$ cat src/rtl/step_sequencer_if.sv
// Pass-control bundle between the elimination sequencer (master) and the systolic line (slave).
// Widths are derived from the same N/L/K parameters the sequencer is built with.
interface step_sequencer_if #(
    parameter int N = 4,
    parameter int L = 8,
    parameter int K = 16
);
    localparam int NB     = K / N;
    localparam int CB_W   = $clog2(NB + 1);
    localparam int ROWS_W = $clog2(L * K / N + 2 * N + 1);

    logic              step_start;
    logic              step_functionA;
    logic              step_last_phase;
    logic [CB_W-1:0]   step_col_block;
    logic [ROWS_W-1:0] step_first_pass_rows;
    logic              step_done;
    logic              step_fail;

    modport master (
        output step_start,
        output step_functionA,
        output step_last_phase,
        output step_col_block,
        output step_first_pass_rows,
        input  step_done,
        input  step_fail
    );

    modport slave (
        input  step_start,
        input  step_functionA,
        input  step_last_phase,
        input  step_col_block,
        input  step_first_pass_rows,
        output step_done,
        output step_fail
    );
endinterface

$ cat src/rtl/step_sequencer.sv
// Sequences pivot (A) and apply (B) passes of a blocked elimination over a systolic line,
// with a per-pass watchdog and sticky failure-cause flags.
module step_sequencer #(
    parameter int N       = 4,
    parameter int L       = 8,
    parameter int K       = 16,
    parameter int TIMEOUT = 1024
) (
    input  logic clk,
    input  logic rst,
    input  logic go,
    output logic busy,
    output logic done,
    output logic fail,
    output logic timeout,
    output logic singular,
    output logic [$clog2((L + N - 1) / N + 1)-1:0] phase,
    step_sequencer_if.master step
);
    localparam int NB     = K / N;
    localparam int P      = (L + N - 1) / N;
    localparam int PH_W   = $clog2(P + 1);
    localparam int CB_W   = $clog2(NB + 1);
    localparam int ROWS_W = $clog2(L * K / N + 2 * N + 1);
    localparam int WD_W   = $clog2(TIMEOUT + 1);

    typedef enum logic [2:0] {
        IDLE,
        ISSUE_A,
        WAIT_A,
        ISSUE_B,
        WAIT_B,
        NEXT,
        DONE,
        FAIL
    } state_t;

    typedef struct packed {
        logic              fa;
        logic              lp;
        logic [CB_W-1:0]   cb;
        logic [ROWS_W-1:0] rows;
    } pass_t;

    // Descriptor presented to the line for one pass; all fields held for the whole pass.
    function automatic pass_t pass_cfg(input logic fa, input logic [CB_W-1:0] cb,
                                       input logic [PH_W-1:0] ph);
        pass_t c;
        c.fa   = fa;
        c.lp   = (ph == PH_W'(P - 1));
        c.cb   = cb;
        c.rows = ROWS_W'(cb) * ROWS_W'(L) + ROWS_W'(N);
        return c;
    endfunction

    state_t            r_state;
    logic [PH_W-1:0]   r_phase;
    logic [CB_W-1:0]   r_cb;
    logic [WD_W-1:0]   r_wd;
    logic              r_busy;
    logic              r_done;
    logic              r_fail;
    logic              r_timeout;
    logic              r_singular;
    logic              r_start;
    pass_t             r_pass;

    logic [WD_W-1:0]   w_wd_inc;
    logic              w_wd_expired;
    logic [CB_W-1:0]   w_cb_a;
    logic              w_a_has_b;
    logic [CB_W-1:0]   w_cb_b;
    logic              w_b_more;
    logic              w_ph_last;
    logic [PH_W-1:0]   w_ph_inc;

    assign w_wd_inc     = r_wd + WD_W'(1);
    assign w_wd_expired = (w_wd_inc >= WD_W'(TIMEOUT - 1));
    assign w_cb_a       = CB_W'(r_phase) + CB_W'(1);
    assign w_a_has_b    = (w_cb_a <= CB_W'(NB - 1));
    assign w_cb_b       = r_cb + CB_W'(1);
    assign w_b_more     = (r_cb < CB_W'(NB - 1));
    assign w_ph_last    = (r_phase == PH_W'(P - 1));
    assign w_ph_inc     = r_phase + PH_W'(1);

    always_ff @(posedge clk) begin
        if (rst) begin
            r_state    <= IDLE;
            r_phase    <= '0;
            r_cb       <= '0;
            r_wd       <= '0;
            r_busy     <= 1'b0;
            r_done     <= 1'b0;
            r_fail     <= 1'b0;
            r_timeout  <= 1'b0;
            r_singular <= 1'b0;
            r_start    <= 1'b0;
            r_pass     <= '0;
        end else begin
            r_start <= 1'b0;
            r_done  <= 1'b0;
            r_fail  <= 1'b0;
            unique case (r_state)
                IDLE: begin
                    if (go) begin
                        r_state    <= ISSUE_A;
                        r_phase    <= '0;
                        r_cb       <= '0;
                        r_timeout  <= 1'b0;
                        r_singular <= 1'b0;
                        r_busy     <= 1'b1;
                        r_start    <= 1'b1;
                        r_pass     <= pass_cfg(1'b1, '0, '0);
                    end
                end
                ISSUE_A: begin
                    r_wd    <= '0;
                    r_state <= WAIT_A;
                end
                WAIT_A: begin
                    // A returning step_done beats a watchdog expiring in the same cycle.
                    if (step.step_done) begin
                        if (step.step_fail) begin
                            r_state    <= FAIL;
                            r_fail     <= 1'b1;
                            r_singular <= 1'b1;
                            r_pass     <= '0;
                        end else if (w_a_has_b) begin
                            r_state <= ISSUE_B;
                            r_cb    <= w_cb_a;
                            r_start <= 1'b1;
                            r_pass  <= pass_cfg(1'b0, w_cb_a, r_phase);
                        end else begin
                            r_state <= NEXT;
                            r_pass  <= '0;
                        end
                    end else if (w_wd_expired) begin
                        r_state   <= FAIL;
                        r_fail    <= 1'b1;
                        r_timeout <= 1'b1;
                        r_pass    <= '0;
                    end else begin
                        r_wd <= w_wd_inc;
                    end
                end
                ISSUE_B: begin
                    r_wd    <= '0;
                    r_state <= WAIT_B;
                end
                WAIT_B: begin
                    if (step.step_done) begin
                        if (w_b_more) begin
                            r_state <= ISSUE_B;
                            r_cb    <= w_cb_b;
                            r_start <= 1'b1;
                            r_pass  <= pass_cfg(1'b0, w_cb_b, r_phase);
                        end else begin
                            r_state <= NEXT;
                            r_pass  <= '0;
                        end
                    end else if (w_wd_expired) begin
                        r_state   <= FAIL;
                        r_fail    <= 1'b1;
                        r_timeout <= 1'b1;
                        r_pass    <= '0;
                    end else begin
                        r_wd <= w_wd_inc;
                    end
                end
                NEXT: begin
                    if (w_ph_last) begin
                        r_state <= DONE;
                        r_done  <= 1'b1;
                    end else begin
                        r_state <= ISSUE_A;
                        r_phase <= w_ph_inc;
                        r_start <= 1'b1;
                        r_pass  <= pass_cfg(1'b1, CB_W'(w_ph_inc), w_ph_inc);
                    end
                end
                DONE, FAIL: begin
                    r_state <= IDLE;
                    r_busy  <= 1'b0;
                end
                default: begin
                    r_state <= IDLE;
                    r_busy  <= 1'b0;
                    r_pass  <= '0;
                end
            endcase
        end
    end

    assign busy     = r_busy;
    assign done     = r_done;
    assign fail     = r_fail;
    assign timeout  = r_timeout;
    assign singular = r_singular;
    assign phase    = r_phase;

    assign step.step_start           = r_start;
    assign step.step_functionA       = r_pass.fa;
    assign step.step_last_phase      = r_pass.lp;
    assign step.step_col_block       = r_pass.cb;
    assign step.step_first_pass_rows = r_pass.rows;
endmodule

$ cat src/flat_wrapper.sv
// flat-port wrapper written by rule: the top's interface ports become plain ports
module step_sequencer_flat 
#(
    parameter int N       = 4,
    parameter int L       = 8,
    parameter int K       = 16,
    parameter int TIMEOUT = 1024
)
  (clk, rst, go, busy, done, fail, timeout, singular, phase, step_step_start, step_step_functionA, step_step_last_phase, step_step_col_block, step_step_first_pass_rows, step_step_done, step_step_fail);
  step_sequencer_if #(.N(N), .L(L), .K(K)) step_i ();
  input  logic clk;
  input  logic rst;
  input  logic go;
  output logic busy;
  output logic done;
  output logic fail;
  output logic timeout;
  output logic singular;
  output logic [$clog2((L + N - 1) / N + 1)-1:0] phase;
  output wire logic [$bits(step_i.step_start)-1:0] step_step_start;
  output wire logic [$bits(step_i.step_functionA)-1:0] step_step_functionA;
  output wire logic [$bits(step_i.step_last_phase)-1:0] step_step_last_phase;
  output wire logic [$bits(step_i.step_col_block)-1:0] step_step_col_block;
  output wire logic [$bits(step_i.step_first_pass_rows)-1:0] step_step_first_pass_rows;
  input wire logic [$bits(step_i.step_done)-1:0] step_step_done;
  input wire logic [$bits(step_i.step_fail)-1:0] step_step_fail;
  assign step_step_start = step_i.step_start;
  assign step_step_functionA = step_i.step_functionA;
  assign step_step_last_phase = step_i.step_last_phase;
  assign step_step_col_block = step_i.step_col_block;
  assign step_step_first_pass_rows = step_i.step_first_pass_rows;
  assign step_i.step_done = step_step_done;
  assign step_i.step_fail = step_step_fail;
  step_sequencer #(.N(N), .L(L), .K(K), .TIMEOUT(TIMEOUT)) u_core (.clk(clk), .rst(rst), .go(go), .busy(busy), .done(done), .fail(fail), .timeout(timeout), .singular(singular), .phase(phase), .step(step_i));
endmodule
$ cat config.mk
export PLATFORM = sky130hd
export DESIGN_NAME = step_sequencer_flat
export DESIGN_NICKNAME = d
export VERILOG_FILES = /design/src/rtl/step_sequencer_if.sv /design/src/rtl/step_sequencer.sv /design/src/flat_wrapper.sv
export SDC_FILE = /design/constraint.sdc
export NUM_CORES = 1
export LEC_CHECK = 0
export ABC_AREA = 1
export CORE_MARGIN = 4
export CORE_UTILIZATION = 30
export CTS_CLUSTER_DIAMETER = 40
export DETAILED_ROUTE_END_ITERATION = 8
export SLEW_MARGIN = 15
export SYNTH_ARGS = -nofsm -noshare
export SYNTH_HDL_FRONTEND = slang
export SYNTH_SLANG_ARGS = --single-unit
$ cat constraint.sdc
create_clock -name clk -period 1.9 [get_ports clk]
set_clock_uncertainty 0.1 [all_clocks]
set_input_delay 0.285 -clock clk [delete_from_list [all_inputs] [get_ports clk]]
set_output_delay 0.285 -clock clk [all_outputs]
set_load 0.02 [all_outputs]
# Yosys cells after proc, flatten, opt, wreduce, memory -nomap -nowiden
# Cells that the tools add are included.
[totals]
ff_bits = 36
inputBits = 5
output_inout_bits = 19
[op_classes]
add_sub_neg = 7
muxes = 54
n_lt_le_gt_ge = 3
bitwise_logic = 1
n_eq_ne = 20
n_reduce_logical = 19
[ops]
columns = ["cell", "n"]
rows = [
  ["11-bit two-way mux", 8],
  ["11-bit case mux with 4 select lines", 1],
  ["3-bit two-way mux", 14],
  ["11-bit case mux with 2 select lines", 1],
  ["3-bit case mux with 7 select lines", 1],
  ["10-bit two-way mux", 2],
  ["1-bit two-way mux", 18],
  ["2-bit inequality test, second input constant", 8],
  ["6-bit by 3-bit adder with 6-bit output, second input constant", 2],
  ["3-bit == test, second input constant", 4],
  ["11-bit by 1-bit adder with 11-bit output, second input constant", 1],
  ["11-bit by 10-bit greater-or-equal comparator with 1-bit output, second input constant", 1],
  ["2-bit nonzero test", 5],
  ["3-bit case mux with 3 select lines", 1],
  ["3-bit AND reduction", 3],
  ["1-bit case mux with 2 select lines", 4],
  ["4-bit AND reduction", 2],
  ["2-bit OR reduction", 4],
  ["7-bit AND reduction", 1],
  ["5-bit by 3-bit adder with 6-bit output, second input constant", 1],
  ["3-bit by 2-bit == test with 1-bit output, second input constant", 2],
  ["2-bit by 1-bit inequality test with 1-bit output, second input constant", 3],
  ["2-bit by 1-bit == test with 1-bit output, second input constant", 2],
  ["2-bit two-way mux", 2],
  ["13 further kinds", 13],
]

# Longest topological paths before layout
[logic_depth]
depth_word = 6
depth_mapped = 18
mapped_depth_nobuf = 17

# Worst setup path after synthesis
# OpenSTA, ideal clock, no wires.
[synth_timing]
kind = "reg2reg"
startpoint = "register u_core.r_wd[0]"
endpoint = "register u_core.r_wd[3]"
period_less_slack_ps = 2008
path_buffers = 1
setup_slack_ps = -108
t_required_ps = 1672
setup_ps = 128
stages_incl_launch_ff = 18
arrival_ps = 1780
cell_sequence = "dfxtp_1 > inv_1 > ha_1 > inv_1 > a21oi_1 > nor2_1 > nand3_2 > nor2_4 > nand2_4 > nand2_2 > inv_2 > nand2_2 > nand2_2 > nand2_2 > buf_6 > nand2_1 > nand2_1 > nor2_1"
[synth_between]
elab_chain_len = 4
elab_cells_between_ends = 7
cone_classes = "add/sub (1); order compare (1); eq/ne (1); mux (3); reduce/logical (1)"
[synth_rtl]
columns = ["item", "line_no", "rtl"]
rows = [
  ["start, declared", "step_sequencer.sv:59", "logic [WD_W-1:0] r_wd;"],
  ["start signal, assigned", "step_sequencer.sv:143", "r_wd <= w_wd_inc;"],
  ["start signal, assigned", "step_sequencer.sv:167", "r_wd <= w_wd_inc;"],
  ["11-bit by 1-bit adder with 11-bit output *", "step_sequencer.sv:77", "assign w_wd_inc = r_wd + WD_W'(1);"],
  ["11-bit by 10-bit greater-or-equal comparator with 1-bit output or 11-bit two-way mux (tied branches)", "step_sequencer.sv:78, step_sequencer.sv:137, step_sequencer.sv:161", ""],
  ["2-bit inequality test (no source line) or 11-bit two-way mux (tied branches)", "n/a", ""],
  ["3-bit AND reduction (no source line) or 11-bit case mux with 2 select lines (tied branches)", "n/a", ""],
]
# Mark *: on every way between the ends. The rest lies on a longest branch, timed or not. The select of a mux whose other input is x is not followed.
# A chain may end at the register's enable or synchronous reset.

# Worst setup path after layout
[layout_timing]
startpoint = "register u_core.r_wd[1]"
endpoint = "register u_core.r_wd[2]"
# Same word-level chain as after synthesis.

==> run_results.csv <==
group,metric,value,unit
synthesis,synth_top_family_by_area,"simple AND/OR/NAND/NOR gates",
global_route,grt_start_max_net_pins,20,
synthesis,synth_area,2130,µm²
power_and_ir_drop,p_leak,1.34,nW
sta,finalWorstSetupSlack,-0.0466,ns
finish,mostFrequentLayoutCells,"nand2_1 (107), nor2_1 (38), inv_1 (33), buf_4 (33), dfxtp_1 (29)",
floorplan,dieArea,8520,µm²
detailed_routing,drt-initial-drc-count,63,
sta,maxSlewViolCount,0,
detailed_routing,remaining_drc_errors,0,
hold_path,worstHoldEndpoint,"u_core.singular$_SDFFE_PP0P_",
critical_path,end_kind,"register",
clock_tree,clock_latency,0.30,ns
synthesis,synthCells,344,
detailed_routing,ant_nets,0,
sta,rsz0062_at_grt,"true",
clock_tree,clkTransAtPathRegs,0.08,ns
sta,hold_viol_final,0,
global_route,grt_overflow_total,0,
synthesis,synth_xor_area_frac,0.00762,
sta,max_freq,514,MHz
placed_design,dpl.hpwl,4510,µm
global_route,grt_pass1_wl,10600,µm
global_route,antenna_found_initial,0,
floorplan,die_x,92.3,µm
detailed_routing,wl_per_cell,12.2,µm
global_route,grt_pass1_vias,2231,
finish,antennaDiodeCount,0,
global_route,use_met1,0.197,
placed_design,dpl_worst_slack,-0.308,ns
clock_tree,cts_tree,"yes",
run,cap_violations,0,
clock_tree,clockBufferDepth,2,
global_route,track_usage,0.152,
critical_path,r2r_start,"u_core.r_wd[1]$_SDFFE_PP0P_",
detailed_routing,wl,6100,µm
synthesis,synth_fa_ha_area_frac,0.0411,
placed_design,numPortBuffers,23,
power_and_ir_drop,power.density,1480,nW/µm²
critical_path,cpPeakStageDelay,0.36,ns
sta,period_minus_slack,1.95,ns
power_and_ir_drop,peakVddDrop,673,µV
critical_path,cp_max_fo,5,
synthesis,synthSimpleGateAreaFrac,0.411,
finish,final_cell_count_no_fill,498,
sta,slew_headroom,0.813,
detailed_routing,drtPass1Iterations,4,
floorplan,start_util,0.311,
critical_path,crit_top_cell,"nand2_4",
synthesis,syn_avg_cell_area,6.20,µm²
critical_path,rrSetupSlack,-0.05,ns
placed_design,gp_congestion,0.876,
detailed_routing,vias,2264,
placed_design,placed_cells,486,
floorplan,core_area,6870,µm²
detailed_routing,viasPerCell,4.55,
critical_path,reg2regPathDepth,16,
synthesis,yosys_warnings,0,
clock_tree,root_buffer,"clkbuf_8",
status,outcome,"finished with violations",
clock_tree,h-tree-depth,2,
sta,setup_viol_count_final,11,
global_route,use_met2,0.255,
hold_path,hold_start,"u_core.singular$_SDFFE_PP0P_",
floorplan,placementRows,30,
sta,worst-slew-pin-transition,0.279,ns
synthesis,synth.yosys.seq_area_share,0.338,
hold_path,holdPathStages,2,
critical_path,cp_slowest_cell,"dfxtp_4",
synthesis,synth-seq-cells,36,
critical_path,required,2.03,ns
finish,area_delta_synth_final,43.1,%
critical_path,critPathBufInv,3,
critical_path,crit_family,"simple AND/OR/NAND/NOR gates",
floorplan,num_io_pins,24,
finish,layout-drive-gt1-share,0.246,
finish,nets,413,
status,violations,"negative setup slack",
global_route,grt-busiest-layer,"met2",
critical_path,criticalPathCategory,"reg2reg",
synthesis,synth_compound_area_frac,0.105,
critical_path,cp.arrival,2.07,ns
hold_path,hp-class,"reg2reg",
finish,final_common_cell,"nand2_1",
floorplan,die_h,92.3,µm
critical_path,cp_cell_sequence,"ha_4, nand2_8, buf_4, nand2_1, nor2_2, nand3_2, nor2_4, nand2_4, nand2_4, inv_4, nand2_4, nand2_8, buf_6, nand3_1, nand2_1, nor2_1",
critical_path,rr_endpoint,"u_core.r_wd[2]$_SDFFE_PP0P_",
clock_tree,cts_num_sinks,36,
clock_tree,cts-buffers-inserted,5,
clock_tree,hold_buffers,0,
sta,finalCritPeriodShare,1.02,
synthesis,synthMuxAreaShare,0,
global_route,use_met3,0.0374,
synthesis,synth_cell_type_count,30,
synthesis,synth.net_count,356,
critical_path,worstSetupStartpointType,"register",
[worst max-delay path by stage]
stage | slack [ns] | from | endpoint | cells after the start
floorplan | -0.02 | u_core.r_wd[0]$_SDFFE_PP0P_ | u_core.r_wd[3]$_SDFFE_PP0P_ | 17
global placement | -0.30 | step_step_done | u_core.r_cb[0]$_SDFFE_PP0P_ | 8
detailed placement | -0.31 | step_step_done | u_core.r_cb[0]$_SDFFE_PP0P_ | 8
CTS | -0.09 | u_core.r_wd[0]$_SDFFE_PP0P_ | u_core.r_wd[6]$_SDFFE_PP0P_ | 16
global route | -0.20 | u_core.r_wd[1]$_SDFFE_PP0P_ | u_core.r_wd[2]$_SDFFE_PP0P_ | 16
finish | -0.05 | u_core.r_wd[1]$_SDFFE_PP0P_ | u_core.r_wd[2]$_SDFFE_PP0P_ | 16
[metrics by stage]
stage	hold WS (ns)	power, mW	cell area, µm²	util	setup TNS (ns)
after floorplan	0.341	2.69	2160	-	-0.155
after global placement	0.341	3.48	2700	0.393	-2.56
after detailed placement	0.346	3.49	2700	0.393	-2.43
after CTS	0.358	4.29	2890	0.420	-0.850
after global routing	0.387	4.94	3050	0.444	-3.59
final	0.357	4.53	3050	0.444	-0.364
[layer usage]
| layer | share of wire | wire length [µm] |
|---|---|---|
| met3 | 0.039 | 235 |
| met2 | 0.48 | 2940 |
| met4 | 0.012 | 76 |
| met5 | 0 | 0 |
| met1 | 0.47 | 2850 |
[flip-flops by register name, summed over array words and instances (netlist names)]
signal,cells
u_core.busy,1
u_core.r_state,3
u_core.r_wd,11
u_core.timeout,1
u_core.step.step_col_block,3
u_core.phase,2
u_core.done,1
u_core.step.step_last_phase,1
u_core.fail,1
u_core.step.step_first_pass_rows,6
u_core.singular,1
u_core.step.step_start,1
u_core.step.step_functionA,1
u_core.r_cb,3
[cell usage after synthesis, drive strengths merged]
master / count / area share
and2: 1 / 0.0029
nand4: 3 / 0.0088
xor2: 1 / 0.0076
buf: 4 / 0.015
nand3: 29 / 0.070
nor3: 3 / 0.0094
nand2: 122 / 0.22
o2111ai: 1 / 0.0041
clkbuf: 6 / 0.011
o21ai: 13 / 0.030
a211oi: 2 / 0.0070
a21oi: 22 / 0.052
or2: 1 / 0.0029
dfxtp: 36 / 0.34
nor2: 48 / 0.093
ha: 7 / 0.041
inv: 40 / 0.070
o22ai: 1 / 0.0029
clkinv: 1 / 0.0018
a31oi: 3 / 0.0088
[cell type report]
class | instances | area (µm²)
clock buffer | 7 | 97.6
sequential | 36 | 734
tap | 96 | 120
inverter | 41 | 156
timing repair buffer | 60 | 526
multi-input combinational | 257 | 1410
fill | 707 | 3820
clock inverter | 1 | 5.00
[worst min-delay path: stages (launching register included)]
cell and delay (ns):
dfxtp_1 0.31, inv_1 0.05, a21oi_1 0.06
[cell families after synthesis]
group | Yosys count
AOI/OAI and AO/OA | 42
xor gates and xnor gates | 1
and+or+nand+nor | 207
buffers and inverters | 51
adders and majority gates | 7
DFF | 36
[where the power goes]
part	total, mW	leakage [nW]	switching (mW)	internal, mW
Sequential	1.27	0.298	0.253	1.02
Clock	0.630	0.0534	0.293	0.337
Combinational	2.63	0.988	1.53	1.09
[timing repair]
item | CTS | global route
buffers inserted | 2 | 1
pin swaps | 12 | 26
gates cloned | 1 | 0
endpoints found under the hold margin | 0 | 0
setup endpoints to repair | 21 | 32
gates resized for setup | 15 | 42
(Power assumes the default switching activity.)
